`config.mk`:
```
export PLATFORM = sky130hd
export DESIGN_NAME = mem_edit_sequencer
export DESIGN_NICKNAME = d
export VERILOG_FILES = /design/src/rtl/lab1_pkg.sv /design/src/rtl/mem_edit_sequencer_debounce.sv /design/src/rtl/mem_edit_sequencer.sv
export SDC_FILE = /design/constraint.sdc
export NUM_CORES = 1
export LEC_CHECK = 0
export ABC_CLOCK_PERIOD_IN_PS = 2000
export CAP_MARGIN = 25
export CORE_ASPECT_RATIO = 1.1
export CORE_MARGIN = 8
export CORE_UTILIZATION = 56
export CTS_BUF_LIST = sky130_fd_sc_hd__clkbuf_2 sky130_fd_sc_hd__clkbuf_4 sky130_fd_sc_hd__clkbuf_8
export DETAILED_ROUTE_END_ITERATION = 12
export GPL_ROUTABILITY_DRIVEN = 1
export GPL_TIMING_DRIVEN = 0
export PLACE_DENSITY = 0.87
export SKIP_CTS_REPAIR_TIMING = 1
export SLEW_MARGIN = 20
export SYNTH_ARGS = -nofsm -noshare
export SYNTH_HDL_FRONTEND = slang
export SYNTH_HIERARCHICAL = 1
export SYNTH_SLANG_ARGS = --single-unit
```
`constraint.sdc`:
```
create_clock -name clk -period 2 [get_ports clk]
set_input_delay 0.4 -clock clk [delete_from_list [all_inputs] [get_ports clk]]
set_output_delay 0.4 -clock clk [all_outputs]
set_load 0.1 [all_outputs]
```
`src/rtl/lab1_pkg.sv`:
```
// Shared types and constants for the lab1 RAM edit sequencer.
// Key indices map the pushbuttons to their edit functions.
package lab1_pkg;

    localparam int DEFAULT_ADDR_W = 4;
    localparam int DEFAULT_DATA_W = 8;

    typedef enum logic [2:0] {
        IDLE,
        SETTLE,
        RD,
        WR,
        CLR
    } seq_state_t;

    localparam int K_ADDR_INC = 3;
    localparam int K_ADDR_DEC = 2;
    localparam int K_DATA_INC = 1;
    localparam int K_DATA_DEC = 0;

endpackage

```
`src/rtl/mem_edit_sequencer_debounce.sv`:
```
// Debouncer for one active-low pushbutton: the level follows raw only after
// it has differed for DEBOUNCE_CYCLES consecutive cycles; press pulses on 1->0.
module key_debounce #(
    parameter int DEBOUNCE_CYCLES = 500000
) (
    input  logic clk,
    input  logic reset,
    input  logic raw,
    output logic level,
    output logic press
);

    localparam int               CNT_W    = (DEBOUNCE_CYCLES > 1) ? $clog2(DEBOUNCE_CYCLES) : 1;
    localparam logic [CNT_W-1:0] CNT_LAST = CNT_W'(DEBOUNCE_CYCLES - 1);

    logic [CNT_W-1:0] cnt_q, cnt_d;
    logic             level_q, level_d;
    logic             press_q, press_d;

    // NOTE: every variable gets a default before any branch, so no latch is inferred.
    always_comb begin
        cnt_d   = '0;
        level_d = level_q;
        press_d = 1'b0;
        if (raw != level_q) begin
            if (cnt_q == CNT_LAST) begin
                level_d = raw;
                press_d = ~raw;
            end else begin
                cnt_d = cnt_q + CNT_W'(1);
            end
        end
    end

    // NOTE: non-blocking assignments so every flop samples pre-edge values.
    always_ff @(posedge clk) begin
        if (reset) begin
            cnt_q   <= '0;
            level_q <= 1'b1;
            press_q <= 1'b0;
        end else begin
            cnt_q   <= cnt_d;
            level_q <= level_d;
            press_q <= press_d;
        end
    end

    assign level = level_q;
    assign press = press_q;

endmodule

```
`src/rtl/mem_edit_sequencer.sv`:
```
// Sequences address steps, read-modify-write edits and a clear sweep of the
// 16x8 board RAM from four debounced pushbuttons; drives a/din/we registered.
module mem_edit_sequencer
    import lab1_pkg::*;
#(
    parameter int DEBOUNCE_CYCLES = 500000,
    parameter int ADDR_W          = DEFAULT_ADDR_W,
    parameter int DATA_W          = DEFAULT_DATA_W
) (
    input  logic              clk,
    input  logic              reset,
    input  logic [3:0]        KEY,
    input  logic              clear,
    input  logic [DATA_W-1:0] dout,
    output logic [ADDR_W-1:0] a,
    output logic [DATA_W-1:0] din,
    output logic              we,
    output logic              busy
);

    logic [3:0] press;
    logic [3:0] unused_key_level;

    for (genvar k = 0; k < 4; k++) begin : g_key
        key_debounce #(
            .DEBOUNCE_CYCLES(DEBOUNCE_CYCLES)
        ) u_key_debounce (
            .clk  (clk),
            .reset(reset),
            .raw  (KEY[k]),
            .level(unused_key_level[k]),
            .press(press[k])
        );
    end

    seq_state_t        state_q, state_d;
    logic [ADDR_W-1:0] a_q, a_d;
    logic [DATA_W-1:0] din_q, din_d;
    logic              we_q, we_d;
    logic              dir_inc_q, dir_inc_d;

    always_comb begin
        state_d   = state_q;
        a_d       = a_q;
        din_d     = din_q;
        we_d      = we_q;
        dir_inc_d = dir_inc_q;
        unique case (state_q)
            IDLE: begin
                we_d = 1'b0;
                // Fixed priority; anything below the winner this cycle is dropped.
                if (clear) begin
                    a_d     = '0;
                    din_d   = '0;
                    we_d    = 1'b1;
                    state_d = CLR;
                end else if (press[K_ADDR_INC]) begin
                    a_d     = a_q + ADDR_W'(1);
                    state_d = SETTLE;
                end else if (press[K_ADDR_DEC]) begin
                    a_d     = a_q - ADDR_W'(1);
                    state_d = SETTLE;
                end else if (press[K_DATA_INC]) begin
                    dir_inc_d = 1'b1;
                    state_d   = RD;
                end else if (press[K_DATA_DEC]) begin
                    dir_inc_d = 1'b0;
                    state_d   = RD;
                end
            end
            SETTLE: state_d = IDLE;
            RD: begin
                din_d   = dir_inc_q ? dout + DATA_W'(1) : dout - DATA_W'(1);
                we_d    = 1'b1;
                state_d = WR;
            end
            WR: begin
                we_d    = 1'b0;
                state_d = IDLE;
            end
            CLR: begin
                if (a_q == '1) begin
                    we_d    = 1'b0;
                    a_d     = '0;
                    state_d = SETTLE;
                end else begin
                    a_d = a_q + ADDR_W'(1);
                end
            end
            default: state_d = IDLE;
        endcase
    end

    always_ff @(posedge clk) begin
        if (reset) begin
            state_q   <= IDLE;
            a_q       <= '0;
            din_q     <= '0;
            we_q      <= 1'b0;
            dir_inc_q <= 1'b0;
        end else begin
            state_q   <= state_d;
            a_q       <= a_d;
            din_q     <= din_d;
            we_q      <= we_d;
            dir_inc_q <= dir_inc_d;
        end
    end

    assign a    = a_q;
    assign din  = din_q;
    assign we   = we_q;
    assign busy = (state_q != IDLE);

endmodule
```
* Word-level counts from Yosys, hierarchy flattened
Cells that the tools add are included.
** Word-level totals
- Input bits :: 15
- Output and inout port bits :: 14
- Word-level logic and storage cells :: 99
- Flip-flop bits (word level) :: 101
** Cells by class
- Mux-type cells :: 20
- Bitwise operators :: 15
- Reduce and logical (&&, ||, !) cells :: 23
- Equal/unequal tests :: 16
- $add $sub $neg :: 8
** Operator list (number)
- 19-bit by 1-bit adder with 19-bit output (second input constant) :: 4
- 19-bit equality test (second input constant) :: 4
- 3-bit OR reduction :: 8
- 3-bit two-way mux :: 6
- 4-bit two-way mux :: 4
- 8-bit two-way mux :: 2
- 8-bit case mux with 2 select lines :: 1
- 2-bit AND reduction :: 8
- 1-bit NOT :: 15
- 3-bit case mux with 3 select lines :: 1
- 8-bit by 1-bit adder with 8-bit output (second input constant) :: 1
- 4-bit case mux with 2 select lines :: 1
- 8-bit by 1-bit subtractor with 8-bit output (second input constant) :: 1
- 3-bit by 2-bit equality test with 1-bit output (second input constant) :: 2
- 6-bit by 2-bit != test with 1-bit output (second input constant) :: 1
- 2-bit nonzero test :: 3
- 5-bit AND reduction :: 1
- 4-bit by 1-bit adder with 4-bit output (second input constant) :: 1
- 4-bit equality test (second input constant) :: 1
- 1-bit two-way mux :: 4
- 1-bit != test :: 4
- 2-bit != test (second input constant) :: 2
- 4-bit by 2-bit != test with 1-bit output (second input constant) :: 1
- 1-bit case mux with 4 select lines :: 1
- other kinds (5) :: 5

* Logic depth before layout (Yosys ltp)
- Word-level depth :: 6
- Depth in mapped cells :: 7
- Depth with buffers taken out :: 7

* Hierarchy
The synthesis kept the hierarchy.
** By module, submodules not included
- key_debounce :: cells each 111, sequential area each 420.4 um^2, area each 978.4 um^2, instances 4
- mem_edit_sequencer :: cells each 133, sequential area each 340.3 um^2, area each 1119.8 um^2, instances 1

* Least setup slack after synthesis
OpenSTA, ideal clock, no wires.
- Path type :: register to register
- Start point :: register a_q[0], in the netlist a[0]
- End point :: register a_q[3], in the netlist a[3]
- Path slack :: -0.183 ns
- Data arrival time :: 2.011 ns
- Stages on the path, launching flop included :: 6
- Required time :: 1.827 ns
- Setup time :: 0.173 ns
- Buffers on the path :: 0
- Period minus slack after synthesis :: 2.183 ns
- Path through :: dfxtp_1 -> ha_1 -> nand3_1 -> and3_2 -> a221oi_1 -> a211oi_1
** On the way
- Cells in the longest elaborated chain, start to end :: 5
- Elaborated cells between the ends (all ways) :: 8
- Those cells by class :: add/sub: 2; eq/ne: 1; mux: 5
** Ends and longest elaborated chain
- from (decl) :: RTL line mem_edit_sequencer.sv:37 : logic [ADDR_W-1:0] a_q, a_d;
- from (signal assigned) :: RTL line mem_edit_sequencer.sv:97 : a_q <= '0;
- from (signal assigned) :: RTL line mem_edit_sequencer.sv:103 : a_q <= a_d;
- 4-bit by 1-bit subtractor with 4-bit output :: RTL line mem_edit_sequencer.sv:61 : a_d = a_q - ADDR_W'(1);
- 4-bit two-way mux :: RTL line mem_edit_sequencer.sv:60 : end else if (press[K_ADDR_DEC]) begin
- 4-bit two-way mux :: RTL line mem_edit_sequencer.sv:57 : end else if (press[K_ADDR_INC]) begin
- 4-bit two-way mux :: RTL line mem_edit_sequencer.sv:52 : if (clear) begin
- 4-bit case mux with 2 select lines * :: RTL line mem_edit_sequencer.sv:48 : unique case (state_q)
Every way passes the cells marked *; elsewhere a longest branch is shown, timed or not. The select of a mux whose other input is x is not followed.
A chain may end at the register's enable or synchronous reset.

* Worst setup path after layout
- Start point :: register a_q[2], in the netlist a[2]
- End point :: output port a[2]
** RTL lines
- to (decl) :: RTL line mem_edit_sequencer.sv:15 : output logic [ADDR_W-1:0] a,
No word-level cell between the ends.

==> impl_metrics.csv <==
group,metric,value,unit
clock_tree,cts-root-to-sink-buffers,2,
die,start_util,57.3,%
clock_tree,clk_root_buffer_cell,"sky130_fd_sc_hd__clkbuf_8",
layout,number_of_antenna_repair_diodes,0,
critical_path,worst_setup_path_start_kind,"flop",
run_status,run_status,"completed",
critical_path,setup.worst_path.class,"reg -> out",
critical_path,worst-path-max-fanout,7,
grt,grt_max_degree,21,
sta,headroom_to_the_max_slew_limit,33.9,%
logic_synthesis,synth_sequential_area_ratio,40.2,%
placed_design,portBuffers,27,
sta,finalMaxSlewViolations,0,
power,powerDensity,708,nW/um^2
logic_synthesis,synth-warning-count,6,
drt,drt.antenna.violating_nets,0,
logic_synthesis,synth.distinct_cells,53,
grt,global_route.usage.met1,19.8,%
die,pin_count,29,
drt,detail_route.drc_violations,0,
drt,wl_per_cell,14.9,microns
run,maxCapViolCount,0,
drt,vias,4225,
placed_design,place.gp.congestion,0.882,
layout,layout-area-overhead-vs-synth,15.1,%
grt,grt_antenna_before_repair,0,
drt,detail_route.wirelength,11.0,mm
min_path,min_from,"clear",
drt,detail_route.iter0.violations,210,
drt,route.detailed.vias_per_inst,5.74,
power,static-leakage-power,2.06,nW
grt,use_met3,3.73,%
critical_path,cp_top_family,"buffers and inverters",
logic_synthesis,postSynthRegisterBits,101,
min_path,hold-path-cell-count,3,
logic_synthesis,synth_edf_count,0,
min_path,worst_hold_path_type,"in -> reg",
logic_synthesis,synth_ff_type,"sky130_fd_sc_hd__dfxtp_1",
critical_path,r2r-end,"g_key[1].u_key_debounce/cnt_q[18]",
clock_tree,cts.htree.levels,3,
layout,drive_above_1_share,13.3,%
logic_synthesis,postSynthCellCount,577,
die,placement_rows,36,
critical_path,cp-end-kind,"output port",
grt,number_of_global_route_vias_before_repair,4065,
layout,post-route-cell-area,5790,sq um
sta,final_hold_viol_count,0,
clock_tree,clock_slew_seen_by_the_registers_of_the_worst_setup_and_hold_paths,0.10,ns
die,fp.dieW,106,microns
critical_path,ff2ff_setup_slack,0.08,ns
die,dieArea,12300,sq um
placed_design,post-dp-hpwl,7.75,mm
grt,grt_remaining_overflow,0,
sta,report.final.setup_viol,0,
critical_path,crit_path_max_incr_delay,0.78,ns
critical_path,cp.required,1.60,ns
drt,drt_pass1_iterations,4,
die,fp.dieH,115,microns
clock_tree,tritoncts_clock_tree,"yes",
logic_synthesis,synth.avg_cell_area,8.72,sq um
critical_path,timing.critical_path.cells,"dlymetal6s2s_1",
layout,nets,645,
grt,grt.busiest_layer,"met2",
layout,finish.utilization,65.9,%
logic_synthesis,syn_area,5030,sq um
clock_tree,cts.sinks,101,
critical_path,timing.rr.start,"g_key[1].u_key_debounce/cnt_q[0]",
sta,clock_skew,0.0124,ns
critical_path,r2r.worst_path.cells,5,
critical_path,timing.critical_path.arrival,1.54,ns
grt,met2_usage,32.0,%
logic_synthesis,post_synth_arst_share,0,%
critical_path,cp.buffers_inverters,1,
die,area_of_the_placeable_core,8780,sq um
sta,final.period_utilization,97.0,%
min_path,min_delay_worst_endpoint,"state_q[2]",
sta,layout_min_cycle_time,1.94,ns
placed_design,placedInstanceArea,5450,sq um
sta,max_slew.worst_pin.slew,0.989,ns
clock_tree,cts_made_buffers,9,
sta,finalSetupTns,0,ns
power,ir_worst_vdd,0.000299,V
clock_tree,worst_skew_pair.late_latency,0.36,ns
critical_path,timing.critical_path.slowest_stage_cell,"sky130_fd_sc_hd__dlymetal6s2s_1",
sta,fmax,516,MHz
grt,grt_first_pass_wirelength,18.0,mm
logic_synthesis,syn_nets,605,
grt,grt_resource_usage_total,17.6,%
-- cells in the mapped netlist (6+ instances only) --
master	instances	area (sq um)
sky130_fd_sc_hd__ha_1	12	150
sky130_fd_sc_hd__dfxtp_1	101	2020
sky130_fd_sc_hd__inv_1	29	109
sky130_fd_sc_hd__and3_1	9	56.3
sky130_fd_sc_hd__or4b_1	8	80.1
sky130_fd_sc_hd__nand4_1	13	81.3
sky130_fd_sc_hd__nand3_1	23	115
sky130_fd_sc_hd__nand2_1	45	169
sky130_fd_sc_hd__nor3_1	19	95.1
sky130_fd_sc_hd__xor2_1	14	123
sky130_fd_sc_hd__buf_6	6	67.6
sky130_fd_sc_hd__o21ai_0	14	70.1
sky130_fd_sc_hd__nor2b_1	6	37.5
sky130_fd_sc_hd__xnor2_1	47	412
sky130_fd_sc_hd__nor2_1	95	357
sky130_fd_sc_hd__nor4_1	21	131
sky130_fd_sc_hd__or3_1	6	37.5
sky130_fd_sc_hd__a21oi_1	24	120
-- final cells by class --
class	instances	area, sq um
fillers	734	2990
multi-input cells	435	2880
flip-flops and latches	101	2040
repair buffers	29	313
well taps	114	143
clock buffers	10	131
plain buffers	12	119
inverters	29	109
clock inverters	6	63.8
-- kinds of logic after synthesis --
logic type / share of synthesized area, %
XOR/XNOR: 10.6
AND/OR/NAND/NOR: 30.8
adder cells (fa/ha/maj): 3.38
flip-flops: 40.2
buffers and inverters: 4.52
multiplexers: 0.795
AO/OA/AOI/OAI: 9.69
-- metrics by stage --
stage          hold WS [ns]  cells  setup WS [ns]  power (mW)
2_1_floorplan         0.430    577          0.114        2.68
3_3_place_gp          0.437    718         -0.307        2.84
6_report              0.386    736         0.0606        4.10
3_5_place_dp          0.448    718         -0.306        2.86
5_1_grt               0.386    736       -0.00354        4.28
4_1_cts               0.373    734         -0.601        4.13
-- metal layers --
metal	wire [microns]	part of all wire, %
met1	4870	44
met3	340	3.1
met4	121	1.1
met2	5640	51
met5	0	0
-- cell usage in the layout, fill, tap and decap left out, types with 7 or more instances in the layout --
cell type and count:
sky130_fd_sc_hd__dlymetal6s2s_1 13, sky130_fd_sc_hd__nand2_1 45, sky130_fd_sc_hd__nor3_1 19, sky130_fd_sc_hd__dfxtp_2 11, sky130_fd_sc_hd__and3_1 9, sky130_fd_sc_hd__xor2_1 14, sky130_fd_sc_hd__a21oi_1 24, sky130_fd_sc_hd__nand3_1 22
sky130_fd_sc_hd__ha_1 7, sky130_fd_sc_hd__nor4_1 17, sky130_fd_sc_hd__clkbuf_8 10, sky130_fd_sc_hd__nand4_1 13, sky130_fd_sc_hd__or4b_1 8, sky130_fd_sc_hd__nor2_1 95, sky130_fd_sc_hd__xnor2_1 47, sky130_fd_sc_hd__nor4_2 7
sky130_fd_sc_hd__o21ai_0 14, sky130_fd_sc_hd__inv_1 28, sky130_fd_sc_hd__clkdlybuf4s50_1 13, sky130_fd_sc_hd__dfxtp_1 90
-- where the power goes --
part / total [mW] / switching, mW / internal, mW
Clock: 1.29 / 0.700 / 0.591
Combinational: 0.708 / 0.478 / 0.230
Sequential: 2.10 / 0.0437 / 2.06
Total: 4.10 / 1.22 / 2.88
-- sequential cells by signal, indices dropped and copies added (netlist names) --
signal,cells
state_q,3
g_key.u_key_debounce/level,4
we,1
g_key.u_key_debounce/cnt_q,76
din,8
g_key.u_key_debounce/press,4
dir_inc_q,1
a,4
-- how the worst max path moves through the flow --
stage | start | endpoint | cells past startpoint
final | a[2] | a[2] | 1
after global routing | g_key[1].u_key_debounce/cnt_q[0] | g_key[1].u_key_debounce/cnt_q[18] | 5
after CTS | state_q[1] | busy | 3
after detailed placement | dout[0] | din[6] | 8
after global placement | dout[0] | din[6] | 8
after floorplan | a[3] | a[3] | 4
No activity file was read; power rests on OpenSTA's default activity.
